[src/rtl/pipelined_cla_adder_pkg.sv]
// Shared constants for the pipelined carry-lookahead adder: default geometry
// and the add/subtract mode encoding.
package pipelined_cla_adder_pkg;

    localparam int DEFAULT_WIDTH = 16;
    localparam int DEFAULT_GROUP = 4;

    typedef enum logic {
        MODE_ADD = 1'b0,
        MODE_SUB = 1'b1
    } mode_e;

endpackage

[src/rtl/pipelined_cla_adder_cla_group.sv]
// One carry-lookahead group: per-bit sums plus group propagate/generate.
// The carry out is formed from the group P/G terms.
module cla_group
    import pipelined_cla_adder_pkg::*;
#(
    parameter int GROUP = DEFAULT_GROUP
) (
    input  logic [GROUP-1:0] a,
    input  logic [GROUP-1:0] b,
    input  logic             c_in,
    output logic [GROUP-1:0] s,
    output logic             c_out,
    output logic             p,
    output logic             g
);

    logic [GROUP-1:0] bit_p;
    logic [GROUP-1:0] bit_g;
    logic [GROUP-1:0] carry;

    always_comb begin
        bit_p    = a ^ b;
        bit_g    = a & b;
        carry    = '0;
        carry[0] = c_in;
        for (int i = 0; i < GROUP - 1; i++) begin
            carry[i+1] = bit_g[i] | (bit_p[i] & carry[i]);
        end
        s = bit_p ^ carry;
        p = &bit_p;
        g = 1'b0;
        for (int i = 0; i < GROUP; i++) begin
            g = bit_g[i] | (bit_p[i] & g);
        end
        c_out = g | (p & c_in);
    end

endmodule

[src/rtl/pipelined_cla_adder.sv]
// Pipelined adder/subtractor: one register stage per carry-lookahead group,
// with the remaining operand bits travelling alongside each partial result.
module pipelined_cla_adder
    import pipelined_cla_adder_pkg::*;
#(
    parameter int WIDTH = DEFAULT_WIDTH,
    parameter int GROUP = DEFAULT_GROUP
) (
    input  logic             clk,
    input  logic             rst,
    input  logic             in_valid,
    output logic             in_ready,
    input  logic [WIDTH-1:0] a,
    input  logic [WIDTH-1:0] b,
    input  logic             cin,
    input  logic             sub,
    output logic             out_valid,
    input  logic             out_ready,
    output logic [WIDTH-1:0] sum,
    output logic             cout,
    output logic             ovf
);

    localparam int STAGES = WIDTH / GROUP;

    logic                          stall;
    logic                          advance;
    logic [STAGES-1:0]             valid_pipe;
    logic [STAGES-1:0]             carry_pipe;
    logic [STAGES-1:0]             grp_p;
    logic [STAGES-1:0]             grp_g;
    logic [STAGES-1:0][WIDTH-1:0]  a_pipe;
    logic [STAGES-1:0][WIDTH-1:0]  beff_pipe;
    logic [STAGES-1:0][WIDTH-1:0]  sum_pipe;
    logic                          last_a_msb;
    logic                          last_beff_msb;
    logic                          last_s_msb;
    logic                          ovf_reg;
    logic                          unused_tail;

    // A full output slot that is not taken freezes the whole pipe.
    assign stall    = valid_pipe[STAGES-1] & ~out_ready;
    assign advance  = ~stall;
    assign in_ready = advance;

    generate
        for (genvar gi = 0; gi < STAGES; gi++) begin : g_stage
            logic [WIDTH-1:0] a_in;
            logic [WIDTH-1:0] beff_in;
            logic [WIDTH-1:0] sum_in;
            logic [WIDTH-1:0] sum_next;
            logic [WIDTH-1:0] a_reg;
            logic [WIDTH-1:0] beff_reg;
            logic [WIDTH-1:0] sum_reg;
            logic [GROUP-1:0] s;
            logic             c_in;
            logic             c_out;
            logic             v_in;
            logic             valid_reg;
            logic             carry_reg;

            if (gi == 0) begin : g_head
                // Subtraction is a + ~b + 1, so the head carry is forced high.
                assign a_in    = a;
                assign beff_in = (sub == MODE_SUB) ? ~b : b;
                assign sum_in  = '0;
                assign c_in    = (sub == MODE_SUB) ? 1'b1 : cin;
                assign v_in    = in_valid;
            end else begin : g_body
                assign a_in    = a_pipe[gi-1];
                assign beff_in = beff_pipe[gi-1];
                assign sum_in  = sum_pipe[gi-1];
                assign c_in    = carry_pipe[gi-1];
                assign v_in    = valid_pipe[gi-1];
            end

            cla_group #(.GROUP(GROUP)) u_group (
                .a     (a_in[gi*GROUP +: GROUP]),
                .b     (beff_in[gi*GROUP +: GROUP]),
                .c_in  (c_in),
                .s     (s),
                .c_out (c_out),
                .p     (grp_p[gi]),
                .g     (grp_g[gi])
            );

            always_comb begin
                sum_next = sum_in;
                sum_next[gi*GROUP +: GROUP] = s;
            end

            always_ff @(posedge clk) begin
                if (rst) begin
                    valid_reg <= 1'b0;
                    a_reg     <= '0;
                    beff_reg  <= '0;
                    sum_reg   <= '0;
                    carry_reg <= 1'b0;
                end else if (advance) begin
                    valid_reg <= v_in;
                    a_reg     <= a_in;
                    beff_reg  <= beff_in;
                    sum_reg   <= sum_next;
                    carry_reg <= c_out;
                end
            end

            assign valid_pipe[gi] = valid_reg;
            assign carry_pipe[gi] = carry_reg;
            assign a_pipe[gi]     = a_reg;
            assign beff_pipe[gi]  = beff_reg;
            assign sum_pipe[gi]   = sum_reg;

            if (gi == STAGES - 1) begin : g_tail
                assign last_a_msb    = a_in[WIDTH-1];
                assign last_beff_msb = beff_in[WIDTH-1];
                assign last_s_msb    = s[GROUP-1];
            end
        end
    endgenerate

    // Signed overflow: operands agree in sign but the result does not.
    always_ff @(posedge clk) begin
        if (rst) begin
            ovf_reg <= 1'b0;
        end else if (advance) begin
            ovf_reg <= (last_a_msb == last_beff_msb) & (last_s_msb != last_a_msb);
        end
    end

    assign out_valid   = valid_pipe[STAGES-1];
    assign sum         = sum_pipe[STAGES-1];
    assign cout        = carry_pipe[STAGES-1];
    assign ovf         = ovf_reg;
    assign unused_tail = ^{a_pipe[STAGES-1], beff_pipe[STAGES-1], grp_p, grp_g};

endmodule

[config.mk]
export PLATFORM = sky130hd
export DESIGN_NAME = pipelined_cla_adder
export DESIGN_NICKNAME = d
export VERILOG_FILES = /design/src/rtl/pipelined_cla_adder_pkg.sv /design/src/rtl/pipelined_cla_adder_cla_group.sv /design/src/rtl/pipelined_cla_adder.sv
export SDC_FILE = /design/constraint.sdc
export NUM_CORES = 1
export LEC_CHECK = 0
export CAP_MARGIN = 20
export CORE_MARGIN = 2
export CORE_UTILIZATION = 50
export DETAILED_ROUTE_END_ITERATION = 7
export PLACE_DENSITY = 0.74
export SETUP_SLACK_MARGIN = 0.5
export SLEW_MARGIN = 20
export SYNTH_ARGS = -nofsm -noshare
export SYNTH_HDL_FRONTEND = slang
export SYNTH_SLANG_ARGS = --single-unit
[constraint.sdc]
create_clock -name clk -period 3.7 [get_ports clk]
set_input_delay 0.925 -clock clk [delete_from_list [all_inputs] [get_ports clk]]
set_output_delay 0.925 -clock clk [all_outputs]
set_load 0.03 [all_outputs]
==> results of run 1 <==
[area by class of cell]
type                            count  share of cell area, %
Multi-Input combinational cell    334                  40.48
Tap cell                          105                  2.628
Clock buffer                       13                  3.379
Clock inverter                      3                 0.4756
Inverter                           23                  1.777
Timing Repair Buffer               64                  12.42
Sequential cell                    97                  38.85
[worst register-to-register path, stage by stage (launching register included)]
cell,delay [ps]
dfxtp_1,330
inv_1,80
fa_1,160
inv_1,50
fa_1,440
fa_1,480
xnor2_1,140
or3_1,310
a21oi_1,150
[metrics by stage]
| step | cells | hold WS, ps | utilization, % |
|---|---|---|---|
| finish | 639 | 453.3 | 60.83 |
| global route | 639 | 473.1 | 60.83 |
| CTS | 639 | 455.2 | 60.83 |
| detailed placement | 623 | 443.4 | 58.49 |
| global placement | 623 | 438.1 | 58.49 |
| floorplan | 488 | 432.1 | - |
[how the worst max path moves through the flow]
stage,start,end,slack (ps),cells after the start
global route,out_ready,in_ready,530,4
floorplan,sub,g_stage[0].sum_reg[3]$_SDFFE_PP0N_,630,10
detailed placement,sub,g_stage[0].sum_reg[3]$_SDFFE_PP0N_,350,9
finish,out_ready,in_ready,550,4
CTS,out_ready,in_ready,540,4
global placement,sub,g_stage[0].sum_reg[3]$_SDFFE_PP0N_,380,9
[cell usage after synthesis (all sizes together)]
cell type,count
xnor2,16
clkbuf,15
o2111ai,2
or3,1
o211ai,1
fa,12
o311a,2
xor2,5
buf,19
a21oi,82
o221a,1
ha,16
nor2b,1
nor2,24
a211oi,21
inv,23
nand2,146
nor3,2
o2111a,1
dfxtp,97
o21ai,1
[metal layers]
metal | global-route usage [%] | vias to the layer above
li1 | - | 1671
met1 | 22.87 | 1474
met2 | 31.02 | 50
met3 | 4.229 | 10
met4 | 7.024 | 0
met5 | 0 | -
[cell families (layout without fill, tap and decap cells)]
| kind of cell | Yosys count | count (layout) | synth area share (%) |
|---|---|---|---|
| fa+ha+maj | 28 | 28 | 10.38 |
| buf+inv | 57 | 103 | 6.547 |
| compound gates | 111 | 111 | 17.22 |
| xor+xnor | 21 | 21 | 4.335 |
| flops | 97 | 97 | 45.77 |
| simple gates | 174 | 174 | 15.75 |
[power by group through the flow]
| stage | clock network [mW] | registers [mW] | logic [mW] |
|---|---|---|---|
| 2_1_floorplan | 0 | 1.18 | 0.171 |
| 3_3_place_gp | 0 | 1.17 | 0.271 |
| 3_5_place_dp | 0 | 1.18 | 0.276 |
| 4_1_cts | 0.673 | 1.15 | 0.279 |
| 5_1_grt | 0.713 | 1.16 | 0.309 |
| 6_report | 0.655 | 1.15 | 0.275 |
==> summary.txt, run 1 <==
Setup path
  • CP max stage delay: 660 ps
  • R2R depth: 8
  • R2r startpoint: g_stage[2].a_reg[12]$_SDFFE_PP0N_
  • Reg2reg end: ovf$_SDFFE_PP0N_
  • Worst path required time: 2770 ps
  • Crit path buffers/inverters: 3
  • Crit path kind: in -> out
  • CP max FO: 2
  • Startpoint Class: input port
  • Worst Setup End Kind: output port
  • Worst path arrival time: 2220 ps
  • FF-to-FF setup slack: 1480 ps
  • Cell mode on critical path: clkdlybuf4s50_1
  • CP top delay family: buffers and inverters
  • Crit-path cells: clkdlybuf4s50_1, nor2b_4, inv_4, clkdlybuf4s50_1
  • Slowest stage cell, crit path: clkdlybuf4s50_1

Synth
  • Register area share after synthesis: 45.77%
  • Yosys top cell by area: dfxtp_1
  • Syn_area_per_cell: 8.694 sq um
  • Syn nets: 554
  • Yosys Warn Count: 0
  • Top post-synthesis cells by area: dfxtp_1 (46%), nand2_1 (13%), a21oi_1 (9.7%)
  • Synthesized area: 0.004243 sq mm
  • Distinct cells, synth: 25
  • Top-area cell type share of the netlist area: 45.77%
  • Cells after Synth: 488
  • Synth Register Bits: 97

Power and ir drop
  • Tot Pwr: 2.082 mW
  • Clock power frac: 31.5%
  • Switching Share: 25.50%
  • Static Leak: 1.970 nW
  • Part of the power in registers: 55.3%
  • Int Pwr: 1.551 mW
  • Comb power frac: 13.2%
  • P_sw: 0.5309 mW
  • Pwr dens: 416.4 mW/mm^2
  • Peak VDD IR: 0.2025 mV

Clock tree
  • Clock insertion delay at the later pin of the skew report: 360 ps
  • # resized after CTS: 0
  • Clk slew on worst S/H paths: 90 ps
  • Setup Buffers After CTS: 0
  • Hold_buf cts: 0
  • H-tree depth: 3
  • CTS root buf: clkbuf_8
  • CTS Buffer Depth: 2
  • Num CTS Buffers: 9
  • Sink Count: 97
  • CTS tree: built

Place
  • Dpl hpwl: 5327 microns
  • Worst slack at placement: 354.8 ps
  • Routability cong.: 0.8143
  • Input/output buffers: 57
  • Placed inst area: 0.004806 sq mm

Finish
  • Flip-flop and latch area: 0.001942 sq mm
  • Fin area: 0.004999 sq mm
  • Commonest cells after routing, fill and taps aside: nand2_1 (146), dfxtp_1 (97), a21oi_1 (82), clkdlybuf4s50_1 (56), nor2_1 (24)
  • Commonest non-fill, non-tap cell in the layout: nand2_1
  • Multi-input logic area: 0.002023 sq mm
  • Area growth syn-to-layout: 17.81%
  • Nets@finish: 595
  • ANT cells: 0
  • Layout cells sized above 1: 8.240%
  • Fill cells: 748

Floorplanning
  • Die Area: 0.009238 sq mm
  • Starting Density: 51.64%
  • Die X: 96.12 microns
  • I/O pin cnt: 58
  • Core Region: 0.008217 sq mm
  • Chip height: 96.12 microns
  • Row count: 33

Timing
  • Final Hold Fails: 0
  • Max_slew headroom: 48.11%
  • Max Slew Vio Count: 0
  • Final critical path time including I/O delays and setup: 3150 ps
  • Fin crit share: 85.13%
  • Max frequency: 317.5 MHz
  • Slew at the pin with the worst max-slew slack: 778.4 ps
  • Fin worst setup slack: 550.1 ps
  • # setup viols final: 0
  • Worst Skew: 11.58 ps
  • Unrepaired setup endpoints after global routing: no
  • Final TNS setup: 0 ps

Routing
  • Wirelength per Cell: 12.28 microns
  • Top sig layer: met4
  • Routed wl met2: 3688 microns
  • Via count: 3205
  • DRT iter0 DRCs: 143
  • Metal-1 WL: 3732 microns
  • Number of remaining DRC errors: 0
  • Via density: 5.016
  • Post-route ant nets: 0
  • Routed wl met3: 295 microns
  • Detailed Routing Iterations Pass 1: 4
  • Routed wire length: 7849 microns

Global route
  • Initial antenna violation count: 0
  • First-pass GRT wire length: 13240 microns
  • Congestion Overflow GR: 0
  • Vias in the first global route: 3044
  • Pin count of the biggest net entering global routing: 81
  • Gr usage total: 18.41%

Flow run
  • Max_cap viols: 0

Hold path
  • Hold Path Stages: 2
  • Hold path start: g_stage[0].a_reg[14]$_SDFFE_PP0N_
  • Hold EP: g_stage[0].a_reg[14]$_SDFFE_PP0N_
  • Min-Delay Path Class: reg -> reg

Outcome
  • Status: finished clean
No activity file was read; power rests on OpenSTA's default activity.
==> run 2: changes to the inputs <==
REMOVE_ABC_BUFFERS = 1   (was not set)
==> summary.txt, run 2 (synthesized netlist as in run 1, its figures left out) <==
Finish
  • Layout cells sized above 1: 8.255%
  • Fin area: 0.005064 sq mm
  • Final core utilization: 61.63%
  • Nets@finish: 594
  • Area growth syn-to-layout: 19.35%
  • ANT cells: 0
  • Commonest cells after routing, fill and taps aside: nand2_1 (146), dfxtp_1 (97), a21oi_1 (82), clkdlybuf4s50_1 (55), nor2_1 (24)
  • Commonest non-fill, non-tap cell in the layout: nand2_1
  • Non-Filler Instances: 638

Outcome
  • Status: finished clean

Global route
  • Vias in the first global route: 3050
  • Gr usage total: 18.37%
  • Congestion Overflow GR: 0
  • Initial antenna violation count: 0
  • First-pass GRT wire length: 13190 microns
  • Pin count of the biggest net entering global routing: 81

Floorplanning
  • Chip height: 96.12 microns
  • Die X: 96.12 microns
  • Starting Density: 51.64%
  • Row count: 33
  • I/O pin cnt: 58
  • Core Region: 0.008217 sq mm
  • Die Area: 0.009238 sq mm

Setup path
  • R2R depth: 8
  • Worst path arrival time: 2230 ps
  • Worst Setup End Kind: output port
  • Startpoint Class: input port
  • Cell mode on critical path: clkdlybuf4s50_1
  • CP max stage delay: 670 ps
  • Worst path required time: 2770 ps
  • Crit path kind: in -> out
  • Crit-path cells: clkdlybuf4s50_1, nor2b_4, inv_4, clkdlybuf4s50_1
  • CP max FO: 2
  • Slowest stage cell, crit path: clkdlybuf4s50_1

Routing
  • Post-route ant nets: 0
  • Via density: 5.103
  • Detailed Routing Iterations Pass 1: 5
  • Via count: 3256
  • DRT iter0 DRCs: 139
  • Routed wire length: 7931 microns
  • Wirelength per Cell: 12.43 microns
  • Number of remaining DRC errors: 0

Place
  • Placed Cells: 622
  • Placed inst area: 0.004798 sq mm
  • Input/output buffers: 57
  • Worst slack at placement: 177.8 ps
  • Dpl hpwl: 5203 microns
  • Routability cong.: 0.8320

Clock tree
  • Clock insertion delay at the later pin of the skew report: 360 ps
  • H-tree depth: 3
  • CTS root buf: clkbuf_8
  • Hold_buf cts: 0
  • Clk slew on worst S/H paths: 90 ps
  • Sink Count: 97
  • CTS tree: built
  • Num CTS Buffers: 9
  • CTS Buffer Depth: 2

Timing
  • Final TNS setup: 0 ps
  • Slew at the pin with the worst max-slew slack: 823.2 ps
  • Fin worst setup slack: 549.1 ps
  • Worst hold margin: 451.0 ps
  • Max_slew headroom: 45.12%
  • Final Hold Fails: 0
  • Unrepaired setup endpoints after global routing: no
  • Final critical path time including I/O delays and setup: 3151 ps
  • Fin crit share: 85.16%
  • Worst Skew: 6.613 ps
  • Max frequency: 317.4 MHz
  • # setup viols final: 0
  • Max Slew Vio Count: 0

Power and ir drop
  • Static Leak: 2.006 nW
  • Pwr dens: 443.4 mW/mm^2
  • Peak VDD IR: 0.1913 mV
  • Tot Pwr: 2.245 mW

Hold path
  • Min-Delay Path Class: reg -> reg
  • Hold Path Stages: 2

Flow run
  • Max_cap viols: 0
==> run 2: metal layers <==
layer	global-route usage (%)	wire length, microns
met1	22.44	3576
met2	31.37	3875
met3	3.602	328
met4	7.976	150
met5	0	0
==> run 2: path summary, 6_finish.rpt <==
check | endpoint | slack (ps) | start
worst max-delay path | in_ready | 550 | out_ready
worst min-delay path | sum[4]$_SDFFE_PP0N_ | 450 | sum[4]$_SDFFE_PP0N_
worst max register to register | ovf$_SDFFE_PP0N_ | 1470 | g_stage[2].a_reg[12]$_SDFFE_PP0N_
worst min register to register | sum[4]$_SDFFE_PP0N_ | 450 | sum[4]$_SDFFE_PP0N_
==> run 2: report_power, final <==
part           switching (mW)  internal [mW]
clock network           0.364          0.453
registers              0.0389           1.11
logic                   0.138          0.139
total                   0.542           1.70
==> run 2: layout make-up <==
class	count	area [sq um]
sequential	97	1942
timing repair buffer	63	628.1
fill	711	3153
tap	105	131.4
inverter	23	88.84
multi-input combinational	334	2031
clock inverter	6	115.1
clock buffer	10	127.6
==> run 2: timing repair <==
item                                    CTS  global route
gates resized for setup                   0             5
endpoints found under the setup margin    0             1
endpoints found under the hold margin     0             0
setup buffers                             0             0
==> run 2: worst max-delay path, delay by kind of cell <==
family	cells	cell delay (ps)
and+or+nand+nor	1	60
buffers and inverters	3	1250
